`config.mk`:
```
export PLATFORM = sky130hd
export DESIGN_NAME = ball_engine
export DESIGN_NICKNAME = d
export VERILOG_FILES = /design/src/rtl/ball_engine.sv
export SDC_FILE = /design/constraint.sdc
export NUM_CORES = 1
export LEC_CHECK = 0
export CORE_ASPECT_RATIO = 1.25
export CORE_UTILIZATION = 46
export DETAILED_ROUTE_END_ITERATION = 12
export GPL_TIMING_DRIVEN = 0
export PLACE_DENSITY_LB_ADDON = 0.15
export SETUP_SLACK_MARGIN = 0.15
export SYNTH_ARGS = -nofsm -noshare
export SYNTH_HDL_FRONTEND = slang
export SYNTH_SLANG_ARGS = --single-unit
```
`constraint.sdc`:
```
create_clock -name clk -period 16.75 [get_ports clk]
set_input_delay 1.675 -clock clk [delete_from_list [all_inputs] [get_ports clk]]
set_output_delay 1.675 -clock clk [all_outputs]
set_load 0.03 [all_outputs]
```
`src/rtl/ball_engine.sv`:
```
// Pong ball-motion engine: advances the ball box once per active frame tick,
// reflects off side walls and both paddles, and sequences serve/miss.
module ball_engine #(
  parameter int W         = 16,
  parameter int BALL      = 15,
  parameter int X_MIN     = 143,
  parameter int X_MAX     = 784,
  parameter int Y_MIN     = 40,
  parameter int Y_MAX     = 515,
  parameter int PAD_TOP_Y = 80,
  parameter int PAD_BOT_Y = 470,
  parameter int X0        = 450,
  parameter int Y0        = 270,
  parameter int MAX_DX    = 3,
  parameter int DY_MIN    = 1,
  parameter int DY_MAX    = 4,
  parameter int SERVE_DLY = 60
) (
  input  logic         clk,
  input  logic         rst,
  input  logic         tick,
  input  logic         pause,
  input  logic [W-1:0] left_r1,
  input  logic [W-1:0] right_r1,
  input  logic [W-1:0] left_r2,
  input  logic [W-1:0] right_r2,
  output logic [W-1:0] left,
  output logic [W-1:0] right,
  output logic [W-1:0] top,
  output logic [W-1:0] botton,
  output logic         miss_top,
  output logic         miss_bot,
  output logic         hit,
  output logic         serving
);

  localparam int SW = W + 1;
  localparam int ZW = W + 4;
  localparam int CW = $clog2(SERVE_DLY + 1);

  typedef logic signed [SW-1:0] sc_t;
  typedef logic signed [ZW-1:0] zc_t;
  typedef enum logic {S_SERVE, S_MOVE} state_t;

  localparam sc_t BALL_S  = sc_t'(BALL);
  localparam sc_t X_MIN_S = sc_t'(X_MIN);
  localparam sc_t X_MAX_S = sc_t'(X_MAX);
  localparam sc_t Y_MIN_S = sc_t'(Y_MIN);
  localparam sc_t Y_MAX_S = sc_t'(Y_MAX);
  localparam sc_t PTOP_S  = sc_t'(PAD_TOP_Y);
  localparam sc_t PBOT_S  = sc_t'(PAD_BOT_Y);

  function automatic sc_t ext(input logic [W-1:0] v);
    return $signed({1'b0, v});
  endfunction

  // Horizontal speed from where the ball centre lands on the paddle, in quarters.
  function automatic sc_t zone_dx(input sc_t ball_l, input logic [W-1:0] pad_l,
                                  input logic [W-1:0] pad_r);
    zc_t c, w, c4;
    sc_t res;
    w  = zc_t'(ext(pad_r)) - zc_t'(ext(pad_l));
    c  = zc_t'(ball_l) + zc_t'(BALL / 2) - zc_t'(ext(pad_l));
    if (c < 0) c = '0;
    if (c > w) c = w;
    c4 = c <<< 2;
    if (c4 < w)                    res = -sc_t'(MAX_DX);
    else if (c4 < (w <<< 1))       res = -sc_t'(1);
    else if (c4 < w + (w <<< 1))   res = sc_t'(1);
    else                           res = sc_t'(MAX_DX);
    return res;
  endfunction

  state_t        state_q, state_d;
  logic [CW-1:0] cnt_q, cnt_d;
  logic [W-1:0]  left_q, left_d, top_q, top_d, dy_mag_q, dy_mag_d, dy_mag_up;
  sc_t           dx_q, dx_d;
  logic          dy_dir_q, dy_dir_d;
  logic          hit_q, hit_d, miss_top_q, miss_top_d, miss_bot_q, miss_bot_d;

  sc_t  cur_l, cur_t, cur_r, cur_b, nl, nt, dx_abs;
  logic hit_bot, hit_top, miss_b, miss_t;

  assign cur_l  = ext(left_q);
  assign cur_t  = ext(top_q);
  assign cur_r  = cur_l + BALL_S;
  assign cur_b  = cur_t + BALL_S;
  assign nl     = cur_l + dx_q;
  assign nt     = dy_dir_q ? cur_t + ext(dy_mag_q) : cur_t - ext(dy_mag_q);
  assign dx_abs = dx_q[SW-1] ? -dx_q : dx_q;

  assign hit_bot = dy_dir_q && (cur_b < PBOT_S) && (nt + BALL_S >= PBOT_S) &&
                   (cur_r >= ext(left_r2)) && (cur_l <= ext(right_r2));
  assign hit_top = !dy_dir_q && (cur_t > PTOP_S) && (nt <= PTOP_S) &&
                   (cur_r >= ext(left_r1)) && (cur_l <= ext(right_r1));
  assign miss_b  = (nt + BALL_S > Y_MAX_S);
  assign miss_t  = (nt < Y_MIN_S);

  assign dy_mag_up = (dy_mag_q >= W'(DY_MAX)) ? W'(DY_MAX) : dy_mag_q + W'(1);

  always_comb begin
    // NOTE: every next-state signal gets its hold value first so no path infers a latch.
    state_d    = state_q;
    cnt_d      = cnt_q;
    left_d     = left_q;
    top_d      = top_q;
    dx_d       = dx_q;
    dy_dir_d   = dy_dir_q;
    dy_mag_d   = dy_mag_q;
    hit_d      = 1'b0;
    miss_top_d = 1'b0;
    miss_bot_d = 1'b0;

    if (tick && !pause) begin
      case (state_q)
        S_SERVE: begin
          left_d   = W'(X0);
          top_d    = W'(Y0);
          dx_d     = '0;
          dy_mag_d = W'(DY_MIN);
          if (cnt_q == CW'(SERVE_DLY - 1)) begin
            cnt_d   = '0;
            state_d = S_MOVE;
          end else begin
            cnt_d = cnt_q + CW'(1);
          end
        end
        default: begin
          if (nl <= X_MIN_S) begin
            left_d = W'(X_MIN);
            dx_d   = dx_abs;
          end else if (nl + BALL_S >= X_MAX_S) begin
            left_d = W'(X_MAX - BALL);
            dx_d   = -dx_abs;
          end else begin
            left_d = nl[W-1:0];
          end

          // A paddle return sets dx from the hit zone, overriding any wall sign flip.
          if (hit_bot) begin
            top_d    = W'(PAD_BOT_Y - BALL);
            dy_dir_d = 1'b0;
            dy_mag_d = dy_mag_up;
            dx_d     = zone_dx(cur_l, left_r2, right_r2);
            hit_d    = 1'b1;
          end else if (hit_top) begin
            top_d    = W'(PAD_TOP_Y);
            dy_dir_d = 1'b1;
            dy_mag_d = dy_mag_up;
            dx_d     = zone_dx(cur_l, left_r1, right_r1);
            hit_d    = 1'b1;
          end else if (miss_b || miss_t) begin
            state_d    = S_SERVE;
            cnt_d      = '0;
            left_d     = W'(X0);
            top_d      = W'(Y0);
            dx_d       = '0;
            dy_mag_d   = W'(DY_MIN);
            dy_dir_d   = miss_b;
            miss_bot_d = miss_b;
            miss_top_d = !miss_b;
          end else begin
            top_d = nt[W-1:0];
          end
        end
      endcase
    end
  end

  // NOTE: state registers use non-blocking assignments so all flops update together.
  always_ff @(posedge clk or posedge rst) begin
    if (rst) begin
      state_q    <= S_SERVE;
      cnt_q      <= '0;
      left_q     <= W'(X0);
      top_q      <= W'(Y0);
      dx_q       <= '0;
      dy_dir_q   <= 1'b1;
      dy_mag_q   <= W'(DY_MIN);
      hit_q      <= 1'b0;
      miss_top_q <= 1'b0;
      miss_bot_q <= 1'b0;
    end else begin
      state_q    <= state_d;
      cnt_q      <= cnt_d;
      left_q     <= left_d;
      top_q      <= top_d;
      dx_q       <= dx_d;
      dy_dir_q   <= dy_dir_d;
      dy_mag_q   <= dy_mag_d;
      hit_q      <= hit_d;
      miss_top_q <= miss_top_d;
      miss_bot_q <= miss_bot_d;
    end
  end

  assign left     = left_q;
  assign right    = left_q + W'(BALL);
  assign top      = top_q;
  assign botton   = top_q + W'(BALL);
  assign hit      = hit_q;
  assign miss_top = miss_top_q;
  assign miss_bot = miss_bot_q;
  assign serving  = (state_q == S_SERVE);

endmodule

```
==> metrics <==
status=finished clean; post-layout worst setup margin=5630 ps; Initial DRC Count=861; R2R Setup Slk=5960 ps; initial antenna violation count=1; Pre-antenna DRT Iters=5; Hold-fix buffers, CTS=0; Final Cycle Share=66.4%; Mapped Avg Cell Area=7.73 um^2; Final Skew=11.9 ps; clk sinks=76; RSZ-0062 raised after global routing=false; io pins=136; PwrDens=123 nW/um^2; CTS Buf Count=9; Rows=76; core area=34800 um^2; Detail Placement HPWL=42100 um; multi-input logic area=13500 um^2; headroom to the max-slew limit=29.2%; routed len/inst=18.4 um; Hold Crit Class=flip-flop to flip-flop; sequential area share after synthesis=11.7%; synthesized flop and latch total=76; Avg Vias per Cell=5.87; data required time of the critical path=17040 ps; Compound-Gate Fraction of Synth Area=26.3%; I/O Buffers=135; area leader, netlist=ha_1; Post-synth EDFFs=0; Main synth FF type=dfrtp_1; critical path arrival=11410 ps; fin nets=2661; WHS=538 ps; Peak VDD IR=0.0836 mV; min Tclk post-route=11120 ps; Yosys top cell area share=24.4%; synthesized area=16400 um^2; remaining global-route overflow=0; Die Wd=171 um; vias=16.1k; vias in the first global route=15.5k; Post-Synth XOR/XNOR Area=9.25%; synth top area cells=ha_1, dfrtp_1, xnor2_1; Final ANT Viol Nets=0; Mapped Nets=2514; Routed Wire Length=50400 um; sequential standard cell area=1910 um^2; Residual DRC=0; Tot Pwr=0.00229 W; crit path from=left_r2[1]; measured slew at the worst slew-check pin=1050 ps; Ant. Diodes=0; CTS Root Cell=clkbuf_16; H-tree depth=3; Fin Setup TNS=0 ps; filler instances=3385; Synth Warn #=0; R2R Path End=dx_q[2]; post-CTS sizing=0; Unique masters post-synth=99; first-pass GRT wire length=79900 um; clock buffer depth=2; Die Ht=213 um; TritonCTS clock tree=done; Worst Path Max Fanout=10; asr flop ratio synth=100%; cell count of the worst reg-to-reg path=44; CP Capture Point=dx_q[2]; WS Path Type=input pin to flip-flop; Place WS=5350 ps; Max Cap Violations=0; CP Depth=44; Top delay family on crit path=compound AO/OA/AOI/OAI gates; adder-cell share of the synthesized area=25.5%; share of layout cells above drive strength 1=4.49%; largest family of logic cells by synthesized area=compound AO/OA/AOI/OAI gates; Clock transition at path regs=60 ps; CP max stage delay=510 ps; crit start category=input pin; Area Overhead vs Synth=13.7%; largest net degree at the start of global routing=40; total track usage=27.8%; setup bufs post-CTS=0; placed cell count=2722; Final GP Congestion=0.967; Initial Utilization=47.1%; Max Fclk=89.9 MHz; post-synthesis mux area share=2.25%; Most common cell on crit path=a21o_1; Pleak=9.09 nW; Non-Filler Instances=2738; Final setup violation count=0; CP bufs+invs=6; Setup crit end kind=flip-flop; Pins Over Slew Limit=0; Syn Inst Count=2118; worst-skew pair later-pin latency=360 ps; slowest stage cell, crit path=clkdlybuf4s50_1; RR Startpoint=left[0]; die footprint=36400 um^2; Final Hold Vio Count=0; Post-Synth Simple-Gate Area=19.2%
[worst register-to-register path, delay by kind of cell (launching register included)]
kind	cells	cell delay, ps
AO/OA/AOI/OAI	22	4540
multiplexers	1	390
adder cells (fa/ha/maj)	4	1290
XOR/XNOR	1	310
flip-flops	1	590
buffers and inverters	5	1410
AND/OR/NAND/NOR	11	2200
[power by group]
group          leakage, nW  switching (W)  internal [W]
sequential            1.00      0.0000460      0.000212
clock                0.139      0.0000888      0.000103
combinational         7.95        0.00110      0.000732
[area by class of cell]
cell class,instances,area share [%]
Buffer,55,1.30
Clock buffer,9,1.21
Clock inverter,7,0.316
Inverter,191,3.86
Multi-Input combinational cell,1796,72.5
Sequential cell,76,10.3
Tap cell,468,3.14
Timing Repair Buffer,136,7.36
[registers in the layout (all words and copies together) (netlist names)]
signal,count
dx_q,17
dy_dir_q,1
top,16
state_q,1
cnt_q,6
left,16
miss_bot,1
hit,1
miss_top,1
dy_mag_q,16
[logic make-up (layout without fill, tap and decap cells)]
kind of cell	Yosys count	after routing
AOI/OAI and AO/OA	647	647
xor gates and xnor gates	173	173
and+or+nand+nor	613	613
muxes	34	34
buffers and inverters	246	398
adders and majority gates	329	329
DFF	76	76
[routing by layer]
layer,routed length [um],track usage [%]
met1,21700,33.4
met4,1730,10.5
met3,2410,3.54
met2,24600,50.1
met5,9,0
[layout by cell type (no fill, tap or decap), types with 18 or more instances in the layout]
| cell type | count |
|---|---|
| dfrtp_1 | 66 |
| ha_1 | 320 |
| o21a_1 | 30 |
| nand2b_1 | 45 |
| or3_1 | 18 |
| nand3_1 | 48 |
| nand2_1 | 131 |
| xnor2_1 | 95 |
| nor2_1 | 143 |
| a22o_1 | 22 |
| o21ai_0 | 144 |
| and2_1 | 30 |
| a31oi_1 | 34 |
| a211oi_1 | 20 |
| clkdlybuf4s50_1 | 135 |
| nand4_1 | 37 |
| inv_1 | 188 |
| nor2b_1 | 29 |
| mux2_2 | 22 |
| clkbuf_1 | 39 |
| a21oi_1 | 155 |
| xor2_1 | 78 |
| nor3_1 | 49 |
| a21o_1 | 64 |
| o211ai_1 | 22 |
[worst min path at each step]
| stage | startpoint | depth (start not counted) | end |
|---|---|---|---|
| 3_5_place_dp | dy_mag_q[5] | 1 | dy_mag_q[5] |
| 4_1_cts | dy_mag_q[5] | 1 | dy_mag_q[5] |
| 5_1_grt | dy_mag_q[13] | 1 | dy_mag_q[13] |
| 2_1_floorplan | dy_mag_q[15] | 1 | dy_mag_q[15] |
| 3_3_place_gp | cnt_q[1] | 1 | cnt_q[1] |
| 6_report | dy_mag_q[13] | 1 | dy_mag_q[13] |
[through the flow]
step	util [%]	cell area [um^2]
3_3_place_gp	52.6	18300
2_1_floorplan	-	16400
5_1_grt	53.5	18600
6_report	53.5	18600
3_5_place_dp	52.7	18300
4_1_cts	53.5	18600
[synthesized netlist by cell type, drive strengths merged (7+ instances only)]
library cell	n
o31ai	13
a2111oi	8
a211o	9
inv	189
ha	320
o21a	30
o21ai	147
xnor2	95
nand4	37
o211ai	23
o21bai	16
o2111ai	10
and2	30
dfstp	10
nand2	132
a211oi	23
nand3	48
buf	15
a21o	64
and3	16
a31o	7
nand2b	45
mux2	22
or2	10
nor2b	29
nor3	50
a22o	22
fa	8
dfrtp	66
a31oi	34
xor2	78
a21oi	157
nor4	15
or3	18
clkbuf	40
nor2	143
mux2i	12
o41ai	9
No activity file was read; power rests on OpenSTA's default activity.
